File: config.mk
export PLATFORM = sky130hd
export DESIGN_NAME = demux8_buf_flat
export DESIGN_NICKNAME = d
export VERILOG_FILES = /design/src/rtl/demux8_buf_if.sv /design/src/rtl/demux8_buf.sv /design/src/flat_wrapper.sv
export SDC_FILE = /design/constraint.sdc
export NUM_CORES = 1
export LEC_CHECK = 0
export ABC_AREA = 1
export CAP_MARGIN = 20
export CORE_ASPECT_RATIO = 1.2
export CORE_MARGIN = 10
export CORE_UTILIZATION = 30
export DETAILED_ROUTE_END_ITERATION = 10
export SLEW_MARGIN = 10
export SYNTH_ARGS = -nofsm -noshare
export SYNTH_HDL_FRONTEND = slang
export SYNTH_SLANG_ARGS = --single-unit
File: constraint.sdc
create_clock -name clk -period 2.35 [get_ports clk]
set_input_delay 0.235 -clock clk [delete_from_list [all_inputs] [get_ports clk]]
set_output_delay 0.235 -clock clk [all_outputs]
set_load 0.1 [all_outputs]
File: src/rtl/demux8_buf_if.sv
// Handshake bundle for demux8_buf: one input stream in, eight buffered channels out.
interface demux8_buf_if #(
  parameter int WIDTH = 16
);
  logic               in_valid;
  logic               in_ready;
  logic [2:0]         in_sel;
  logic               in_bcast;
  logic [WIDTH-1:0]   in_data;
  logic [7:0]         out_valid;
  logic [7:0]         out_ready;
  logic [8*WIDTH-1:0] out_data;
  logic               busy;
  logic [15:0]        xfer_cnt;

  modport master (
    output in_valid, in_sel, in_bcast, in_data, out_ready,
    input  in_ready, out_valid, out_data, busy, xfer_cnt
  );

  modport slave (
    input  in_valid, in_sel, in_bcast, in_data, out_ready,
    output in_ready, out_valid, out_data, busy, xfer_cnt
  );
endinterface

File: src/rtl/demux8_buf.sv
// 1:8 registered demultiplexer with a one-entry buffer per channel and a
// broadcast mode that loads all eight channels from a single input beat.
module demux8_buf #(
  parameter int WIDTH = 16
) (
  input  logic         clk,
  input  logic         rst,
  demux8_buf_if.slave  bus
);

  typedef enum logic {
    EMPTY = 1'b0,
    FULL  = 1'b1
  } slot_state_t;

  slot_state_t      slot_p1      [8];
  logic [WIDTH-1:0] slot_data_p1 [8];
  logic [15:0]      xfer_cnt_p1;

  logic [7:0] vld_p1;
  logic [7:0] free;
  logic [7:0] load;
  logic       accept;

  // A full slot whose consumer is taking the beat this cycle can be refilled.
  assign free         = ~vld_p1 | bus.out_ready;
  assign bus.in_ready = bus.in_bcast ? (&free) : free[bus.in_sel];
  assign accept       = bus.in_valid & bus.in_ready;

  genvar g;
  generate
    for (g = 0; g < 8; g++) begin : g_chan
      assign vld_p1[g]                       = (slot_p1[g] == FULL);
      assign load[g]                         = accept & (bus.in_bcast | (bus.in_sel == 3'(g)));
      assign bus.out_data[g*WIDTH +: WIDTH]  = slot_data_p1[g];
    end
  endgenerate

  assign bus.out_valid = vld_p1;
  assign bus.busy      = |vld_p1;
  assign bus.xfer_cnt  = xfer_cnt_p1;

  // Stage p0 -> p1: input beat lands in the selected slot(s).
  always_ff @(posedge clk) begin
    if (rst) begin
      xfer_cnt_p1 <= '0;
      for (int k = 0; k < 8; k++) begin
        slot_p1[k]      <= EMPTY;
        slot_data_p1[k] <= '0;
      end
    end else begin
      if (accept) begin
        xfer_cnt_p1 <= xfer_cnt_p1 + 16'd1;
      end
      for (int k = 0; k < 8; k++) begin
        case (slot_p1[k])
          EMPTY: begin
            if (load[k]) begin
              slot_p1[k]      <= FULL;
              slot_data_p1[k] <= bus.in_data;
            end
          end
          FULL: begin
            if (load[k]) begin
              slot_data_p1[k] <= bus.in_data;
            end else if (bus.out_ready[k]) begin
              slot_p1[k] <= EMPTY;
            end
          end
          default: slot_p1[k] <= EMPTY;
        endcase
      end
    end
  end

endmodule

File: src/flat_wrapper.sv
// flat-port wrapper written by rule: the top's interface ports become plain ports
module demux8_buf_flat 
#(
  parameter int WIDTH = 16
)
  (clk, rst, bus_in_valid, bus_in_sel, bus_in_bcast, bus_in_data, bus_out_ready, bus_in_ready, bus_out_valid, bus_out_data, bus_busy, bus_xfer_cnt);
  demux8_buf_if #(.WIDTH(WIDTH)) bus_i ();
  input  logic clk;
  input  logic rst;
  input wire logic [$bits(bus_i.in_valid)-1:0] bus_in_valid;
  input wire logic [$bits(bus_i.in_sel)-1:0] bus_in_sel;
  input wire logic [$bits(bus_i.in_bcast)-1:0] bus_in_bcast;
  input wire logic [$bits(bus_i.in_data)-1:0] bus_in_data;
  input wire logic [$bits(bus_i.out_ready)-1:0] bus_out_ready;
  output wire logic [$bits(bus_i.in_ready)-1:0] bus_in_ready;
  output wire logic [$bits(bus_i.out_valid)-1:0] bus_out_valid;
  output wire logic [$bits(bus_i.out_data)-1:0] bus_out_data;
  output wire logic [$bits(bus_i.busy)-1:0] bus_busy;
  output wire logic [$bits(bus_i.xfer_cnt)-1:0] bus_xfer_cnt;
  assign bus_i.in_valid = bus_in_valid;
  assign bus_i.in_sel = bus_in_sel;
  assign bus_i.in_bcast = bus_in_bcast;
  assign bus_i.in_data = bus_in_data;
  assign bus_i.out_ready = bus_out_ready;
  assign bus_in_ready = bus_i.in_ready;
  assign bus_out_valid = bus_i.out_valid;
  assign bus_out_data = bus_i.out_data;
  assign bus_busy = bus_i.busy;
  assign bus_xfer_cnt = bus_i.xfer_cnt;
  demux8_buf #(.WIDTH(WIDTH)) u_core (.clk(clk), .rst(rst), .bus(bus_i));
endmodule
# After elaboration in Yosys (flattened, before gate mapping)
# Memory sizes are Yosys's and may differ from the RTL's.
# Index checks and enable logic that the tools add are counted.
# word_totals
inputBits	31
elab_cells	199
memories	2
output_inout_bits	154
mem_bits_rw	136
ff_bits	16
# classes
bitwise_logic	51
reduce_logical	3
n_eq_ne	7
order_cmp	1
muxes	133
addsub	1
# memory_table
name	words	word_bits	rd	rd_ports_with_merged_regs	write_ports	line	rtl
u_core.slot_data_p1	8	16	8	0	8	demux8_buf.sv:17	logic [WIDTH-1:0] slot_data_p1 [8];
u_core.slot_p1	8	1	8	0	8	demux8_buf.sv:16	slot_state_t slot_p1 [8];
# ops
cell	n
$mux 16	16
$mux 1	116
$or 1x1->1	40
$add 16x1->16 const B	1
$eq 3x3->1 const B	4
$and 1x1->1	9
$not 8->8	1
$or 8x8->8	1
$reduce_and 8->1	1
$reduce_or 8->1	1
$eq 3x2->1 const B	2
$lt 3x4->1 const B	1
$bmux 1 s3	1
$eq 3x1->1 const B	1
$logic_not 3->1	1

# Depth between registers and ports, before layout
# depth
word_depth	13
ltp_mapped	12
depth_no_buf	11

# Worst setup path before layout
# No wires, ideal clock.
# synth_timing
path_type	flip-flop to flip-flop
startpoint	register u_core.xfer_cnt_p1[1], in the netlist u_core.bus.xfer_cnt[1]
endpoint	register u_core.xfer_cnt_p1[14], in the netlist u_core.bus.xfer_cnt[14]
stages_incl_launch_ff	8
path_slack_ns	0.093
period_less_slack_ns	2.257
required_time_ns	2.218
n_path_buf	0
arrival_time_ns	2.125
setup_ns	0.132
cell_sequence	dfxtp_1 > ha_1 > nand2_1 > nor3b_1 > nand3_1 > xor2_1 > nand3_1 > a21oi_1
# synth_between
elab_chain_len	1
# synth_rtl
element	line	rtl
start: declaration	demux8_buf.sv:18	logic [15:0] xfer_cnt_p1;
start signal: assignment	demux8_buf.sv:53	xfer_cnt_p1 <= xfer_cnt_p1 + 16'd1;
$add 16x1->16	demux8_buf.sv:53	
# No other way between the ends.
# A chain may end at the register's enable or synchronous reset.

==> results.txt <==
The flow ran to the end, and the final reports show no timing, DRC or antenna violations. Hold timing on the final database bottoms out at a slack of approximately 0.48 ns. Dividing the final minimum period by the clock period gives 94.0%. CTS saw 152 sinks. The worst setup slack after layout came out at about 0.14 ns.

Counting along the longest clock path gives a buffer depth of 2. The number of nets produced by synthesis is between 500 and 600. The clock insertion delay at the later pin of the skew report came out at about 0.42 ns.

The number of DRC markers in iteration 0 is 273. The final-layout setup total negative slack is 0 ns. Setup violations remaining at the end of the flow were counted as 0. The routed wire length came out at 18.2 mm. The number of antenna diodes in the final layout is 0. After technology mapping, the gate count stands at approximately 560.

The residual overflow from global routing came out at 0. The final number of hold-violating endpoints is 0. The pre-CTS setup slack is ~0.045 ns. The initial cell density of the core is 30.3%.

The initialized floorplan defines 58 standard-cell rows. The leakage component of the power is about 3.7 nW. The number of filler cells placed in the layout is 2,025. The maximum clock rate is 0.453 GHz. The maximum number of pins on one net before global-route repair came out at 41. Across the routed clock network, the largest skew measured is between 0.01 and 0.015 ns.

The most frequent cell after synthesis is edfxtp_1. The commonest cells after synthesis are edfxtp_1, nor2_1, nand2_1, inv_1, nand3_1. The global placer's final weighted congestion is between 0.8 and 0.9. The time the worst path needs with I/O delays and setup came out at 2.21 ns. The count of flip-flops with a built-in enable after synthesis is between 100 and 150.

The commonest register cell after synthesis is edfxtp_1. The arrival time of data at the critical path endpoint is ~2 ns. The post-synthesis cell type count came out at 28.

Using the TritonRoute via totals, the vias-per-cell ratio works out to 4.39. The portion of the post-synthesis area used by sequential elements is 69.7%. Setup repair after global routing left no endpoint under its margin. Counting flops with an async set or reset pin after synthesis yields a share of 0%. The nature of the critical path endpoint is an output pin. After the last flow step, the layout net total stands at 798. The worst IR drop on VDD is around 0.00053 V.

The number of global-route vias before repair is 4,629. The actual transition at the worst max-transition pin came out at 0.527 ns. The H-tree level count is 4. For this run, the number of Yosys warnings is 0.

The worst-case headroom to the max-slew limit is about 65%. The CTS tree is yes. The root cell of the clock tree is clkbuf_16.

The post-synthesis register bit count came out at 152. The detailed-route wire length per cell is 17.3 um. The share of the synthesized area in the top cell type is 64.7%. From synthesis to final layout, the design area changed by 41.0%. For this design, the CTS-stage hold fixing added 0 buffers. The count of pins on the block boundary came out at 185. The floorplan step defined a core boundary enclosing 0.0208 mm^2. The max-cap check violation count is 0. The height of the chip came out at 179 um. The biggest area contributor in the post-synthesis netlist is edfxtp_1.

The placed wire-length estimate came out at roughly 14 mm. The worst setup path is of the reg2out kind. The number of max-slew violations in the final report came out at 0. The combined flip-flop and latch cell area came out at 0.00440 mm^2. The worst setup path is launched from a flop. The full die area came out at between 0.02 and 0.03 mm^2. The power density normalized to cell area came out at 900 mW/mm^2. The combined global-route utilization of all metal layers came out at 13.2%.

The clock slew seen by the registers of the worst setup and hold paths came out at roughly 0.070 ns. The count of antenna-violating nets left after detailed routing is 0. In this run the horizontal extent of the chip is around 150 um. The first global-routing pass estimated about 28 mm of wire.

The CTS buffer count is 17. The number of buffers inserted by port buffering came out at 184. The total via count in the routed design came out at 4,609. The multi-input gate area in the final layout came out at 0.00150 mm^2.

The number of design rule violations left after detail routing is 0. The initial antenna violation count came out at 0. The fraction of final layout cells sized beyond drive strength 1 came out at 30.7%. Summing every instance area after synthesis gives between 0.006 and 0.007 mm^2.

The mean cell area of the mapped netlist came out at about 11 um^2. By area the synthesized netlist is led by edfxtp_1, nor2_1, dfxtp_1. In this run the worst path has a maximum fanout of 18. The required time of the critical path is 2.12 ns.

The number of optimization iterations in the first detailed-route pass came out at 5. The min-delay analysis places its worst path in the category in2reg.
placed cells by master, fill, tap and decap left out, drive strengths merged, types with 16 or more instances in the layout:
| cell | instances |
|---|---|
| a21oi | 20 |
| clkdlybuf4s50 | 30 |
| buf | 186 |
| nand2 | 66 |
| edfxtp | 136 |
| nand3 | 42 |
| clkbuf | 18 |
| nor2 | 140 |
| dfxtp | 16 |
| inv | 71 |
logic make-up (layout without fill, tap and decap cells):
group | count (synthesis) | count (layout) | share of synthesized area [%]
AOI/OAI and AO/OA | 27 | 27 | 2.20
DFF | 152 | 152 | 69.7
and+or+nand+nor | 272 | 272 | 19.3
adders and majority gates | 1 | 1 | 0.198
buffers and inverters | 92 | 313 | 6.62
xor gates and xnor gates | 14 | 14 | 1.94
final cells by class:
cell class                      instances  share of cell area, %
Clock buffer                           18                   4.82
Clock inverter                         14                   1.84
Inverter                               65                   2.74
Multi-Input combinational cell        314                   16.8
Sequential cell                       152                   49.4
Tap cell                              270                   3.79
Timing Repair Buffer                  216                   20.5
through the flow:
stage	instance area, um^2	util, %	std cells	total power, mW
after detailed placement	8230	39.5	1007	5.33
after global routing	8910	42.8	1049	8.30
after CTS	8830	42.4	1040	8.08
final	8910	42.8	1049	8.02
after global placement	8230	39.5	1007	5.33
after floorplan	6320	-	558	4.82
state kept, by name, summed over array words and instances (netlist names):
signal               cells
u_core.slot_p1           8
u_core.slot_data_p1    128
u_core.bus.xfer_cnt     16
worst max-delay path, stage by stage, from the launching register on:
cell,delay [ns]
edfxtp_1,0.45
nand2_1,0.14
nor2_1,0.05
nor2_1,0.13
nand3_2,0.11
nand2_1,0.08
nand2_1,0.08
nand2_4,0.14
buf_8,0.18
buf_12,0.19
worst paths after layout:
check | startpoint | end | slack (ns) | cells after the start
hold / removal | bus_in_data[5] | u_core.slot_data_p1[0][101] | 0.48 | 3
hold reg to reg | u_core.bus.xfer_cnt[14] | u_core.bus.xfer_cnt[14] | 0.50 | 2
setup reg to reg | u_core.slot_p1[4] | u_core.slot_data_p1[0][75] | 0.41 | 7
setup / recovery | u_core.slot_p1[3] | bus_in_ready | 0.14 | 9
routing by layer:
metal | part of all wire, % | global-route usage, % | vias up
met4 | 1.1 | 4.18 | 0
li1 | - | - | 2271
met3 | 6.0 | 3.84 | 13
met5 | 0 | 0 | -
met1 | 42 | 15.4 | 2176
met2 | 51 | 22.8 | 149
what timing repair did:
item                                   4_1_cts  5_1_grt
resized for setup                            1        2
endpoints found under the hold margin        0        0
setup endpoints to repair                    1        1
setup buffers                                1        9
where the power goes:
part	internal [mW]	switching, mW	total [mW]
clock	1.60	1.14	2.74
combinational	0.404	1.67	2.07
sequential	3.14	0.0739	3.21
Power figures use the tool's default switching activity.
